===== src/rtl/spi_slave_if.sv =====
// SPI responder: synchronizes the SPI pins onto clk, deserializes MOSI
// (LSB first) into framed 32-bit words or out-of-band bytes, and serializes
// response data onto MISO with a valid/ack handshake on both sides.
module spi_slave_if #(
  parameter int          SYNC_STAGES  = 2,
  parameter logic [31:0] TX_IDLE_WORD = 32'h0000_0000,
  parameter logic [7:0]  TX_IDLE_OOB  = 8'h00
) (
  input  logic        clk,
  input  logic        rst,
  input  logic        spi_clk,
  input  logic        spi_mosi,
  input  logic        spi_cs,
  input  logic        spi_frame,
  output logic        spi_miso,
  output logic [31:0] rx_word,
  output logic        rx_word_valid,
  input  logic [31:0] tx_word,
  input  logic        tx_word_valid,
  output logic        tx_word_ack,
  output logic [7:0]  rx_oob,
  output logic        rx_oob_valid,
  input  logic [7:0]  tx_oob,
  input  logic        tx_oob_valid,
  output logic        tx_oob_ack,
  output logic        frame_start,
  output logic        frame_end,
  output logic        frame_err,
  output logic        tx_underrun
);

  typedef enum logic [1:0] {IDLE, ARMED, SHIFT_WORD, SHIFT_OOB} state_t;

  logic [SYNC_STAGES-1:0] sclk_sync_q, mosi_sync_q, cs_sync_q, frm_sync_q;
  logic                   sclk_prev_q, cs_prev_q, frm_prev_q;
  logic                   sclk_s, mosi_s, cs_s, frm_s;

  state_t      state_q;
  logic [4:0]  cnt_q;
  logic [30:0] rx_sr_q;   // previously received bits, newest at the top
  logic [30:0] tx_sr_q;   // bits still to send after the one on miso_q
  logic        miso_q;
  logic [31:0] rx_word_q;
  logic [7:0]  rx_oob_q;
  logic        rx_word_valid_q, rx_oob_valid_q, tx_word_ack_q, tx_oob_ack_q;
  logic        frame_start_q, frame_end_q, frame_err_q, tx_underrun_q;

  logic        sclk_rise, cs_fall, cs_rise, frm_fall, frm_rise;
  logic        frame_evt, bit_evt, bit_word, last_bit, done;
  logic        ld_word_d, ld_oob_d, ld_valid_d;
  logic [31:0] ld_data_d, rx_word_d;
  logic [7:0]  rx_oob_d;

  assign sclk_s = sclk_sync_q[SYNC_STAGES-1];
  assign mosi_s = mosi_sync_q[SYNC_STAGES-1];
  assign cs_s   = cs_sync_q[SYNC_STAGES-1];
  assign frm_s  = frm_sync_q[SYNC_STAGES-1];

  // Input synchronizers plus one delayed copy for edge detection; idle levels
  // are the reset values so no edge is seen when reset is released.
  always_ff @(posedge clk or posedge rst) begin
    if (rst) begin
      sclk_sync_q <= '0;
      mosi_sync_q <= '0;
      cs_sync_q   <= '1;
      frm_sync_q  <= '1;
      sclk_prev_q <= 1'b0;
      cs_prev_q   <= 1'b1;
      frm_prev_q  <= 1'b1;
    end else begin
      sclk_sync_q <= {sclk_sync_q[SYNC_STAGES-2:0], spi_clk};
      mosi_sync_q <= {mosi_sync_q[SYNC_STAGES-2:0], spi_mosi};
      cs_sync_q   <= {cs_sync_q[SYNC_STAGES-2:0], spi_cs};
      frm_sync_q  <= {frm_sync_q[SYNC_STAGES-2:0], spi_frame};
      sclk_prev_q <= sclk_s;
      cs_prev_q   <= cs_s;
      frm_prev_q  <= frm_s;
    end
  end

  // Edge decode, event priority and TX load selection.
  always_comb begin
    sclk_rise = sclk_s & ~sclk_prev_q;
    cs_fall   = ~cs_s & cs_prev_q;
    cs_rise   = cs_s & ~cs_prev_q;
    frm_fall  = ~frm_s & frm_prev_q;
    frm_rise  = frm_s & ~frm_prev_q;
    // Frame/select edges win over a coincident spi_clk rise.
    frame_evt = ~cs_s & (frm_fall | frm_rise | cs_fall);
    bit_evt   = ~cs_s & ~frame_evt & sclk_rise;
    // Mode is chosen from spi_frame on the first bit of each word/byte.
    bit_word  = (cnt_q == 5'd0) ? ~frm_s : (state_q == SHIFT_WORD);
    last_bit  = bit_word ? (cnt_q == 5'd31) : (cnt_q == 5'd7);
    done      = bit_evt & last_bit;
    ld_word_d = frame_evt ? ~frm_s : (done & bit_word);
    ld_oob_d  = frame_evt ? (cs_fall & frm_s) : (done & ~bit_word);
    ld_valid_d = ld_word_d ? tx_word_valid : tx_oob_valid;
    if (ld_word_d) ld_data_d = tx_word_valid ? tx_word : TX_IDLE_WORD;
    else           ld_data_d = {24'h0, (tx_oob_valid ? tx_oob : TX_IDLE_OOB)};
    rx_word_d = {mosi_s, rx_sr_q};
    rx_oob_d  = {mosi_s, rx_sr_q[30:24]};
  end

  // Transfer FSM with bit counter, shift registers and registered strobes.
  always_ff @(posedge clk or posedge rst) begin
    if (rst) begin
      state_q         <= IDLE;
      cnt_q           <= '0;
      rx_sr_q         <= '0;
      tx_sr_q         <= '0;
      miso_q          <= 1'b0;
      rx_word_q       <= '0;
      rx_oob_q        <= '0;
      rx_word_valid_q <= 1'b0;
      rx_oob_valid_q  <= 1'b0;
      tx_word_ack_q   <= 1'b0;
      tx_oob_ack_q    <= 1'b0;
      frame_start_q   <= 1'b0;
      frame_end_q     <= 1'b0;
      frame_err_q     <= 1'b0;
      tx_underrun_q   <= 1'b0;
    end else begin
      rx_word_valid_q <= 1'b0;
      rx_oob_valid_q  <= 1'b0;
      frame_start_q   <= 1'b0;
      frame_end_q     <= 1'b0;
      frame_err_q     <= 1'b0;
      tx_word_ack_q   <= ld_word_d & tx_word_valid;
      tx_oob_ack_q    <= ld_oob_d & tx_oob_valid;
      tx_underrun_q   <= (ld_word_d | ld_oob_d) & ~ld_valid_d;

      if (cs_rise) begin
        state_q     <= IDLE;
        cnt_q       <= '0;
        miso_q      <= 1'b0;
        frame_err_q <= (cnt_q != 5'd0);
        frame_end_q <= frm_rise;
      end else if (frame_evt) begin
        state_q       <= ARMED;
        cnt_q         <= '0;
        frame_start_q <= frm_fall;
        frame_end_q   <= frm_rise & ~cs_prev_q;
        frame_err_q   <= (frm_fall | frm_rise) & (cnt_q != 5'd0);
      end else if (bit_evt) begin
        rx_sr_q <= {mosi_s, rx_sr_q[30:1]};
        miso_q  <= tx_sr_q[0];
        tx_sr_q <= {1'b0, tx_sr_q[30:1]};
        if (last_bit) begin
          state_q <= ARMED;
          cnt_q   <= '0;
          if (bit_word) begin
            rx_word_q       <= rx_word_d;
            rx_word_valid_q <= 1'b1;
          end else begin
            rx_oob_q       <= rx_oob_d;
            rx_oob_valid_q <= 1'b1;
          end
        end else begin
          state_q <= bit_word ? SHIFT_WORD : SHIFT_OOB;
          cnt_q   <= cnt_q + 5'd1;
        end
      end

      // A load replaces the shift: bit 0 goes straight onto MISO.
      if (ld_word_d | ld_oob_d) begin
        miso_q  <= ld_data_d[0];
        tx_sr_q <= ld_data_d[31:1];
      end
    end
  end

  assign spi_miso      = miso_q & ~cs_s;
  assign rx_word       = rx_word_q;
  assign rx_word_valid = rx_word_valid_q;
  assign tx_word_ack   = tx_word_ack_q;
  assign rx_oob        = rx_oob_q;
  assign rx_oob_valid  = rx_oob_valid_q;
  assign tx_oob_ack    = tx_oob_ack_q;
  assign frame_start   = frame_start_q;
  assign frame_end     = frame_end_q;
  assign frame_err     = frame_err_q;
  assign tx_underrun   = tx_underrun_q;

endmodule


===== config.mk =====
export PLATFORM = sky130hd
export DESIGN_NAME = spi_slave_if
export DESIGN_NICKNAME = d
export VERILOG_FILES = /design/src/rtl/spi_slave_if.sv
export SDC_FILE = /design/constraint.sdc
export NUM_CORES = 1
export LEC_CHECK = 0
export CORE_ASPECT_RATIO = 0.75
export CORE_MARGIN = 2
export CORE_UTILIZATION = 50
export CTS_CLUSTER_DIAMETER = 40
export CTS_CLUSTER_SIZE = 20
export DETAILED_ROUTE_END_ITERATION = 12
export PLACE_DENSITY = 0.77
export SETUP_SLACK_MARGIN = 0.05
export SYNTH_ARGS = -nofsm -noshare
export SYNTH_HDL_FRONTEND = slang
export SYNTH_SLANG_ARGS = --single-unit

===== constraint.sdc =====
create_clock -name clk -period 8.5 [get_ports clk]
set_clock_uncertainty 0.15 [all_clocks]
set_input_delay 1.275 -clock clk [delete_from_list [all_inputs] [get_ports clk]]
set_output_delay 1.275 -clock clk [all_outputs]
set_load 0.02 [all_outputs]

==> results of run 1 <==
-- placed cells by master, fill, tap and decap left out, drive strengths merged, types with 2 or more instances in the layout --
cell	count
a21oi	3
clkdlybuf4s50	96
nor3	5
nor2b	4
dfstp	6
clkinvlp	2
ha	4
a31oi	9
nand2b	3
o21ai	5
o221ai	23
a221oi	8
dfrtp	123
mux2	41
buf	5
bufinv	4
inv	11
clkbuf	21
clkinv	3
nand3b	2
nand3	2
nand2	164
nor2	6
-- flip-flops by register name, summed over array words and instances, names as in the netlist, 2 cells and up --
| name | flops |
|---|---|
| rx_sr_q | 31 |
| frm_sync_q | 2 |
| mosi_sync_q | 2 |
| state_q | 2 |
| sclk_sync_q | 2 |
| rx_oob | 8 |
| cnt_q | 5 |
| rx_word | 32 |
| cs_sync_q | 2 |
| tx_sr_q | 31 |
-- worst max-delay path: stages (launching register included) --
cell and delay, ps:
dfstp_2 690, nor2b_1 100, clkdlybuf4s50_1 550
-- metrics by stage --
stage	total power [W]	utilization	worst slack (ps)	hold slack, ps
finish	0.00157	0.678	5320	206
global route	0.00161	0.678	5260	207
CTS	0.00157	0.678	5300	205
detailed placement	0.000781	0.614	5180	195
global placement	0.000775	0.614	5220	183
floorplan	0.000734	-	3640	181
-- cells by family after synthesis --
kind of cell             Yosys count  synth area share
AO/OA/AOI/OAI                     54            0.0813
XOR/XNOR                           1           0.00169
adder cells (fa/ha/maj)            4           0.00968
buffers and inverters             34            0.0285
flip-flops                       129             0.626
multiplexers                      42            0.0912
AND/OR/NAND/NOR                  193             0.162
-- area by class of cell --
| class | count | area [µm²] | share of cell area |
|---|---|---|---|
| Clock buffer | 21 | 480 | 0.0697 |
| Clock inverter | 11 | 175 | 0.0254 |
| Timing Repair Buffer | 101 | 998 | 0.145 |
| Tap cell | 136 | 170 | 0.0247 |
| Multi-Input combinational cell | 294 | 1800 | 0.261 |
| Inverter | 9 | 36.3 | 0.00526 |
| Sequential cell | 129 | 3240 | 0.469 |
-- worst max path at each step --
| stage | to | start | slack, ps | depth (start not counted) |
|---|---|---|---|---|
| after floorplan | cnt_q[0] | rst | 3640 | 1 |
| after global placement | rx_word[19] | rst | 5220 | 3 |
| after detailed placement | rx_sr_q[18] | rst | 5180 | 3 |
| after CTS | spi_miso | cs_sync_q[1] | 5300 | 2 |
| after global routing | spi_miso | cs_sync_q[1] | 5260 | 2 |
| final | spi_miso | cs_sync_q[1] | 5320 | 2 |
-- metal layers --
metal,routed length [µm],up-vias,global-route usage
li1,-,1750,-
met1,5100,1909,0.295
met2,5710,111,0.359
met3,524,11,0.0578
met4,121,0,0.0699
met5,0,-,0
-- power by group through the flow --
stage                     logic (W)  registers, W  clock network (W)
after detailed placement   0.000100      0.000680                  0
after CTS                  0.000102      0.000671           0.000800
after global placement    0.0000962      0.000678                  0
after global routing       0.000113      0.000675           0.000827
after floorplan           0.0000608      0.000674                  0
final                      0.000101      0.000672           0.000793
==> impl_metrics.toml, run 1 <==
[status]
outcome = "completed"

[synth]
yosysTopAreaCell = "dfrtp_1"
postSynthNetCount = 509
avgSynthCellArea_um2 = 11.3
yosys_warnings = 0
yosysTopAreaCellShare = 0.595
synthFlopType = "dfrtp_1"
synthDistinctLibCells = 39
synth_most_common_cell = "nand2_1"
ys_seq_area_frac = 0.626
ys_ff_latch = 129
ys_async_sr_fraction = 1.00
netlist_instances = 457
synth_edf_count = 0
synthTopCellsByArea = "dfrtp_1 60%, nand2_1 12%, mux2_1 5.7%"
synth.cell_area_um2 = 5170
ys_top_cells_by_count = "164 x nand2_1, 123 x dfrtp_1, 26 x mux2_1"

[floorplan]
start_util = 0.509
ios = 97
die-width_um = 121
dieArea_um2 = 11200
core_um2 = 10200
die_y_um = 92.1
rows = 32

[detailed_routing]
wl_mm = 11.5
dr.pass1.iters = 6
drtAntennaViolNets = 0
wl_per_cell_um = 16.3
num_vias = 3781
drt-initial-drc-count = 343
drcViolationCount = 0
vias_per_cell = 5.39

[global_routing]
grt_pass1_vias = 3876
grt_pass1_wl_mm = 19.1
grt_overflow_total = 0
antenna_found_initial = 0
grt_usage = 0.222
grt_max_degree = 71

[finish]
fin_nets = 604
layoutNonFillerInstCount = 701
insertedDiodeCount = 0
area_delta_synth_final_pct = 33.3
final_area_um2 = 6900
drive_above_1_share = 0.117
n_fill_cell = 724

[power]
p_comb_frac = 0.065
seqPwrFrac = 0.429
internal_power_w = 0.00122
p_switching_w = 0.000345
p_clk_frac = 0.506
p_per_area_nw_per_um2 = 227
power.leakage_nw = 3.30
vdd_drop_max_mv = 0.109
power.share.switching = 0.220

[cts]
cts_buffers = 17
cts-resized-gates = 0
clock-sinks = 129
clk_latency_ps = 410
tritoncts = "built"
cts_setup_buffers = 0
clk_pin_slew_ps = 50
cts_hold_buf = 0
cts_buffer_depth = 2
htree_levels = 4
cts-root-buf = "clkbuf_16"

[worst_hold_path]
hold_start = "cs_sync_q[0]"
hp-class = "flip-flop to flip-flop"
min_delay_path_depth = 0
hold_path_end = "cs_sync_q[1]"

[job]
cap_violations = 0

[sta]
max_freq_ghz = 0.315
rsz0062_at_grt = "false"
relSlewSlack = 0.369
finalCriticalPeriod_ps = 3180
setup_viol = 0
tns_ps = 0
timing.final.hold_violations = 0
slew_viol_final = 0
finalCritPeriodShare = 0.374
tightest_slew_ps = 944

[critical_path]
rrSetupSlack_ps = 5480
crit_fanout = 12
r2r-end = "rx_oob[5]"
rr_startpoint = "frm_sync_q[1]"
end_kind = "output pin"
reg2regPathDepth = 7
startpoint_type = "flip-flop"
crit_arrival_ps = 1750
worstPathRequired_ps = 7070
crit_type = "flip-flop to output pin"

[placed_design]
gp_congestion = 0.788
dp.cells = 669
io_buffers = 96
dp_hpwl_mm = 6.99
placed_area_um2 = 6240
Power figures use the tool's default switching activity.
==> run 2, diff against run 1 <==
--- a/config.mk
+++ b/config.mk
@@ -7,11 +7,11 @@
 export LEC_CHECK = 0
 export CORE_ASPECT_RATIO = 0.75
 export CORE_MARGIN = 2
-export CORE_UTILIZATION = 50
+export CORE_UTILIZATION = 47
 export CTS_CLUSTER_DIAMETER = 40
 export CTS_CLUSTER_SIZE = 20
 export DETAILED_ROUTE_END_ITERATION = 12
-export PLACE_DENSITY = 0.77
+export PLACE_DENSITY = 0.76
 export SETUP_SLACK_MARGIN = 0.05
 export SYNTH_ARGS = -nofsm -noshare
 export SYNTH_HDL_FRONTEND = slang
==> constraint.sdc (replaced) <==
create_clock -name clk -period 2.7 [get_ports clk]
set_clock_uncertainty 0.15 [all_clocks]
set_input_delay 0.405 -clock clk [delete_from_list [all_inputs] [get_ports clk]]
set_output_delay 0.405 -clock clk [all_outputs]
set_load 0.02 [all_outputs]
==> run 2 against run 1 <==
Effect of this change:
- final cell count grew 2.3%
- wire length shrank 2.6%
- total power grew to 3.0 times the previous value
- first-iteration DRC count shrank 23%
- sequential share of layout area shrank 0.65 points
- sequential power grew to 3.1 times the previous value
- cell area grew 1.4%
- largest power group unchanged
- count of clock-buffer cells in the layout grew 3
- hold slack lost 11 ps
- clock power grew to 2.8 times the previous value
- register-to-register slack lost 5300 ps
==> impl_metrics.toml, run 2 (synthesis results as in run 1) <==
[cts]
clk_latency_ps = 410
tritoncts = "built"
cts_buffers = 17
cts_hold_buf = 0
cts-root-buf = "clkbuf_16"
clk_pin_slew_ps = 50
cts_buffer_depth = 2
htree_levels = 4
clock-sinks = 129

[status]
outcome = "completed"

[finish]
regArea_um2 = 3240
mostFrequentLayoutCells = "164 x nand2_1, 123 x dfrtp_1, 96 x clkdlybuf4s50_1, 26 x mux2_1, 23 x o221ai_1"
fin_nets = 618
area_delta_synth_final_pct = 35.2
largest_register_ff_count = 32
final_core_util = 0.646
n_fill_cell = 808
final_common_cell = "nand2_1"
insertedDiodeCount = 0
layoutNonFillerInstCount = 717
multi_input_area_um2 = 1830
drive_above_1_share = 0.135

[floorplan]
core_um2 = 10800
rows = 33
dieArea_um2 = 11900
start_util = 0.478
ios = 97
die-width_um = 125
die_y_um = 94.9

[critical_path]
crit_arrival_ps = 2630
crit_fanout = 45
rr_startpoint = "frm_sync_q[1]"
rrSetupSlack_ps = 210
critPathTopFamily = "simple AND/OR/NAND/NOR gates"
worstPathRequired_ps = 2840
reg2regPathDepth = 7
r2r-end = "cnt_q[3]"
critPathBufInv = 2
crit_type = "flip-flop to flip-flop"
end_kind = "flip-flop"
startpoint_type = "flip-flop"
path_cells = "inv_1, ha_2, nand4bb_4, nand2b_2, buf_4, and2_1, a211o_1"
crit_slowest_cell = "dfstp_2"
max_stage_delay_ps = 520

[placed_design]
io_buffers = 96
dp_hpwl_mm = 7.57
dp.cells = 684
gp_congestion = 0.797

[sta]
finalCriticalPeriod_ps = 2490
finalCritPeriodShare = 0.923
tns_ps = 0
timing.final.hold_violations = 0
setup_viol = 0
holdWs_ps = 195
relSlewSlack = 0.680
slew_viol_final = 0
rsz0062_at_grt = "false"
max_freq_ghz = 0.401
tightest_slew_ps = 475

[power]
p_switching_w = 0.000995
power.leakage_nw = 3.35
internal_power_w = 0.00365
power.share.switching = 0.214
seqPwrFrac = 0.455
p_per_area_nw_per_um2 = 664
p_clk_frac = 0.473
vdd_drop_max_mv = 0.439
p_comb_frac = 0.072

[global_routing]
grt_usage = 0.199
antenna_found_initial = 0
grt_overflow_total = 0
grt_pass1_wl_mm = 18.4
grt_pass1_vias = 3732
grt_max_degree = 61

[worst_hold_path]
hp-class = "flip-flop to flip-flop"
hold_start = "mosi_sync_q[0]"
min_delay_path_depth = 0
hold_path_end = "mosi_sync_q[1]"

[detailed_routing]
wl_mm = 11.2
wl_per_cell_um = 15.6
drcViolationCount = 0
drtAntennaViolNets = 0
dr.pass1.iters = 5
vias_per_cell = 5.23
drt-initial-drc-count = 263
num_vias = 3750

[job]
cap_violations = 0
run 2: cell types whose count changed in the layout (fill, tap and decap cells not counted), moves of 2 or more:
cell	change
clkinv_4	-2
clkbuf_1	+3
bufinv_16	-2
buf_12	+3
inv_6	-2
clkinv_2	+3
buf_4	+10
run 2: worst max-delay path by stage:
| stage | start | to | slack (ps) | cells past startpoint |
|---|---|---|---|---|
| floorplan | frm_sync_q[1] | tx_sr_q[1] | 250 | 8 |
| global placement | frm_sync_q[1] | tx_sr_q[30] | 130 | 8 |
| detailed placement | frm_sync_q[1] | tx_sr_q[0] | 30 | 7 |
| CTS | frm_sync_q[1] | tx_sr_q[30] | 50 | 8 |
| global route | frm_sync_q[1] | cnt_q[3] | 90 | 7 |
| finish | frm_sync_q[1] | cnt_q[3] | 210 | 7 |
run 2: area by class of cell:
cell class / instances / share of cell area
inverters: 9 / 0.00537
well taps: 140 / 0.0251
repair buffers: 115 / 0.164
flip-flops and latches: 129 / 0.463
multi-input cells: 294 / 0.261
clock inverters: 6 / 0.0115
clock buffers: 24 / 0.0703
run 2: per-layer routing:
metal  GRT usage  up-vias  wire length, µm
met5           0        -                0
met4      0.0667        0              128
met3      0.0595       14              556
met2       0.309      109             5320
met1       0.272     1847             5150
li1            -     1780                -
run 2: metrics by stage:
stage	worst slack, ps	instance area [µm²]	power (W)
global placement	127	6350	0.00245
finish	208	6990	0.00464
global route	92.5	6990	0.00482
CTS	50.7	6930	0.00467
floorplan	246	5180	0.00231
detailed placement	34.0	6350	0.00247
run 2: timing repair:
| action | CTS | global route |
|---|---|---|
| buffers inserted | 0 | 3 |
| pin swaps | 0 | 3 |
| gates resized for setup | 1 | 5 |
| setup endpoints to repair | 7 | 64 |
run 2: power by group through the flow:
stage	clock network, W	logic, W	registers, W
final	0.00219	0.000335	0.00211
after CTS	0.00223	0.000335	0.00211
after floorplan	0	0.000192	0.00212
after global routing	0.00232	0.000373	0.00212
after detailed placement	0	0.000331	0.00214
after global placement	0	0.000316	0.00213
==> run 3, diff against run 2 <==
--- a/config.mk
+++ b/config.mk
@@ -5,6 +5,7 @@
 export SDC_FILE = /design/constraint.sdc
 export NUM_CORES = 1
 export LEC_CHECK = 0
+export ABC_AREA = 0
 export CORE_ASPECT_RATIO = 0.75
 export CORE_MARGIN = 2
 export CORE_UTILIZATION = 47
==> results of run 3 <==
Final layout, timing and power as in run 2 (identical DEF).
==> variant, RTL diff (config.mk and constraints of run 1) <==
Re-encode `state_t` (4 states) as one-hot, 4 bits wide.
--- a/src/rtl/spi_slave_if.sv
+++ b/src/rtl/spi_slave_if.sv
@@ -30,5 +30,5 @@
 );
 
-  typedef enum logic [1:0] {IDLE, ARMED, SHIFT_WORD, SHIFT_OOB} state_t;
+  typedef enum logic [3:0] {IDLE = 4'b0001, ARMED = 4'b0010, SHIFT_WORD = 4'b0100, SHIFT_OOB = 4'b1000} state_t;
 
   logic [SYNC_STAGES-1:0] sclk_sync_q, mosi_sync_q, cs_sync_q, frm_sync_q;
Behaviour: no difference found for any inputs over 10 cycles, from zero or initial values and one cycle with rst high; not proved beyond that.
==> variant against run 1 <==
Sequential power grew 1%; wire length grew 4.4%; synthesized cell count shrank 2.0%; cell area grew 4.6%; synthesized area grew 7.7%; sequential cell count grew 2; power shrank 3.2%; count of clock-buffer cells in the layout grew 2; worst hold slack lost 0.0075 ns; worst setup slack lost 0.18 ns; largest cell class unchanged.
==> variant: results (changes against run 1) <==
Max FO, Critical Path: 24 (+12)
post-cts sizing count: 0 (unchanged)
synth unique cells: 40 (+2.6%)
Post-synth ARST share: 100% (unchanged)
initial antenna violation count: 0 (unchanged)
Post-Route WL: 12000 um (+4.4%)
Critical Path AT: 3.52 ns (+1.77 ns)
Cells after DPL: 663 (-0.90%)
hold path cells: 0 (unchanged)
reg2reg end: tx_underrun
Hold EP: mosi_sync_q[1]
Slowest-stage cell, CP: nor4_4
leakage power figure: 0.00338 uW (+2.4%)
vias in the first global route: 3826 (-1.3%)
later-pin clock latency in the skew report: 0.40 ns
worst-case clock buffer depth: 2 (unchanged)
first-pass GRT wire length: 19600 um (+2.2%)
Post-DP HPWL: 7420 um (+6.2%)
nets@finish: 594 (-1.7%)
placed cell areas: 0.00662 sq mm (+6.1%)
crit path from: frm_sync_q[1]
CTS Buf Count: 17 (unchanged)
Root Driver: clkbuf_16
Routability Congestion: 0.796 (+1.1%)
status: finished, final reports clean
diode count: 0 (unchanged)
R2R Setup Slk: 5.14 ns (-0.34 ns)
largest cells by area after synthesis: dfrtp_1 (56%), mux2_2 (15%), nor2_1 (3.4%)
most frequent cells after synthesis: dfrtp_1 (124), mux2_2 (72), nor2_1 (50)
Worst-path clk slew: 0.06 ns
Setup Buffers After CTS: 0 (unchanged)
Filler cells: 862 (+19%)
initial drt markers: 299 (-13%)
1st-pass router iterations: 4 (-2)
Port Buffers: 96 (unchanged)
min-delay src: mosi_sync_q[0]
max incr delay on CP: 0.70 ns
H-tree levels: 4 (unchanged)
DR vias: 3712 (-1.8%)
number of synthesized flops with an enable pin: 0 (unchanged)
number of flip-flops in the largest register: 32 (unchanged)
Total Routing Usage GR: 21.2% (-0.94 points)
share of post-route cells with drive strength above 1: 25.6% (+14 points)
register area share after synthesis: 59.0% (-3.6 points)
Slew @ Worst Pin: 1.20 ns (+0.252 ns)
total count of max-transition violations in the final report: 0 (unchanged)
cell count after synthesis: 448 (-2.0%)
final hold slack: 0.199 ns (-0.00751 ns)
Vias/cell: 5.34 (-0.98%)
R2R depth: 8 (+1)
synth warn: 0 (unchanged)
largest net degree at the start of global routing: 76 (+7.0%)
Mapped Nets: 500 (-1.8%)
worst min-delay path category: flop to flop
peak supply drop: 0.161 mV (+48%)
==> variant: layout make-up <==
class	instances	area share [%]
inverter	7	0.399
clock inverter	9	1.46
tap	140	2.43
multi-input combinational	285	29.6
sequential	131	45.6
clock buffer	23	6.77
timing repair buffer	100	13.7
==> variant: cell families after synthesis <==
group,after synthesis,share of synthesized area [%]
AO/OA/AOI/OAI,46,5.39
AND/OR/NAND/NOR,143,13.5
flip-flops,131,59.0
XOR/XNOR,2,0.314
multiplexers,90,18.0
buffers and inverters,32,2.90
adder cells (fa/ha/maj),4,0.898
==> variant: power by group <==
group / internal (uW) / switching [uW] / total (uW) / leakage [uW]
registers: 659 / 23.2 / 682 / 0.00173
logic: 57.0 / 56.3 / 113 / 0.00136
clock network: 461 / 259 / 720 / 0.000281
total: 1180 / 339 / 1520 / 0.00338
==> variant: routing by layer <==
metal	share of wire, %	vias to the layer above	GRT usage, %
met5	0	-	0
met4	0.42	0	5.13
met3	5.9	6	6.96
met2	47	103	32.6
met1	46	1873	29.7
li1	-	1730	-
==> variant: worst max-delay path by stage <==
stage	to	slack [ns]	depth (start not counted)
2_1_floorplan	cnt_q[0]	3.59	1
6_report	tx_underrun	5.14	8
3_3_place_gp	tx_sr_q[27]	5.21	3
3_5_place_dp	rx_sr_q[22]	5.14	3
4_1_cts	tx_underrun	5.10	8
5_1_grt	tx_underrun	4.92	8
==> variant: per-stage QoR <==
| step | setup WS (ns) | util [%] |
|---|---|---|
| after floorplan | 3.59 | - |
| after global placement | 5.21 | 60.7 |
| after detailed placement | 5.14 | 60.7 |
| after CTS | 5.10 | 66.2 |
| after global routing | 4.92 | 66.2 |
| final | 5.14 | 66.2 |
==> variant: critical path, delay by kind of cell (launching register included) <==
family                   cells  cell delay (ns)
buffers and inverters        2             0.47
adder cells (fa/ha/maj)      1             0.36
flip-flops                   1             0.63
AND/OR/NAND/NOR              5             1.65
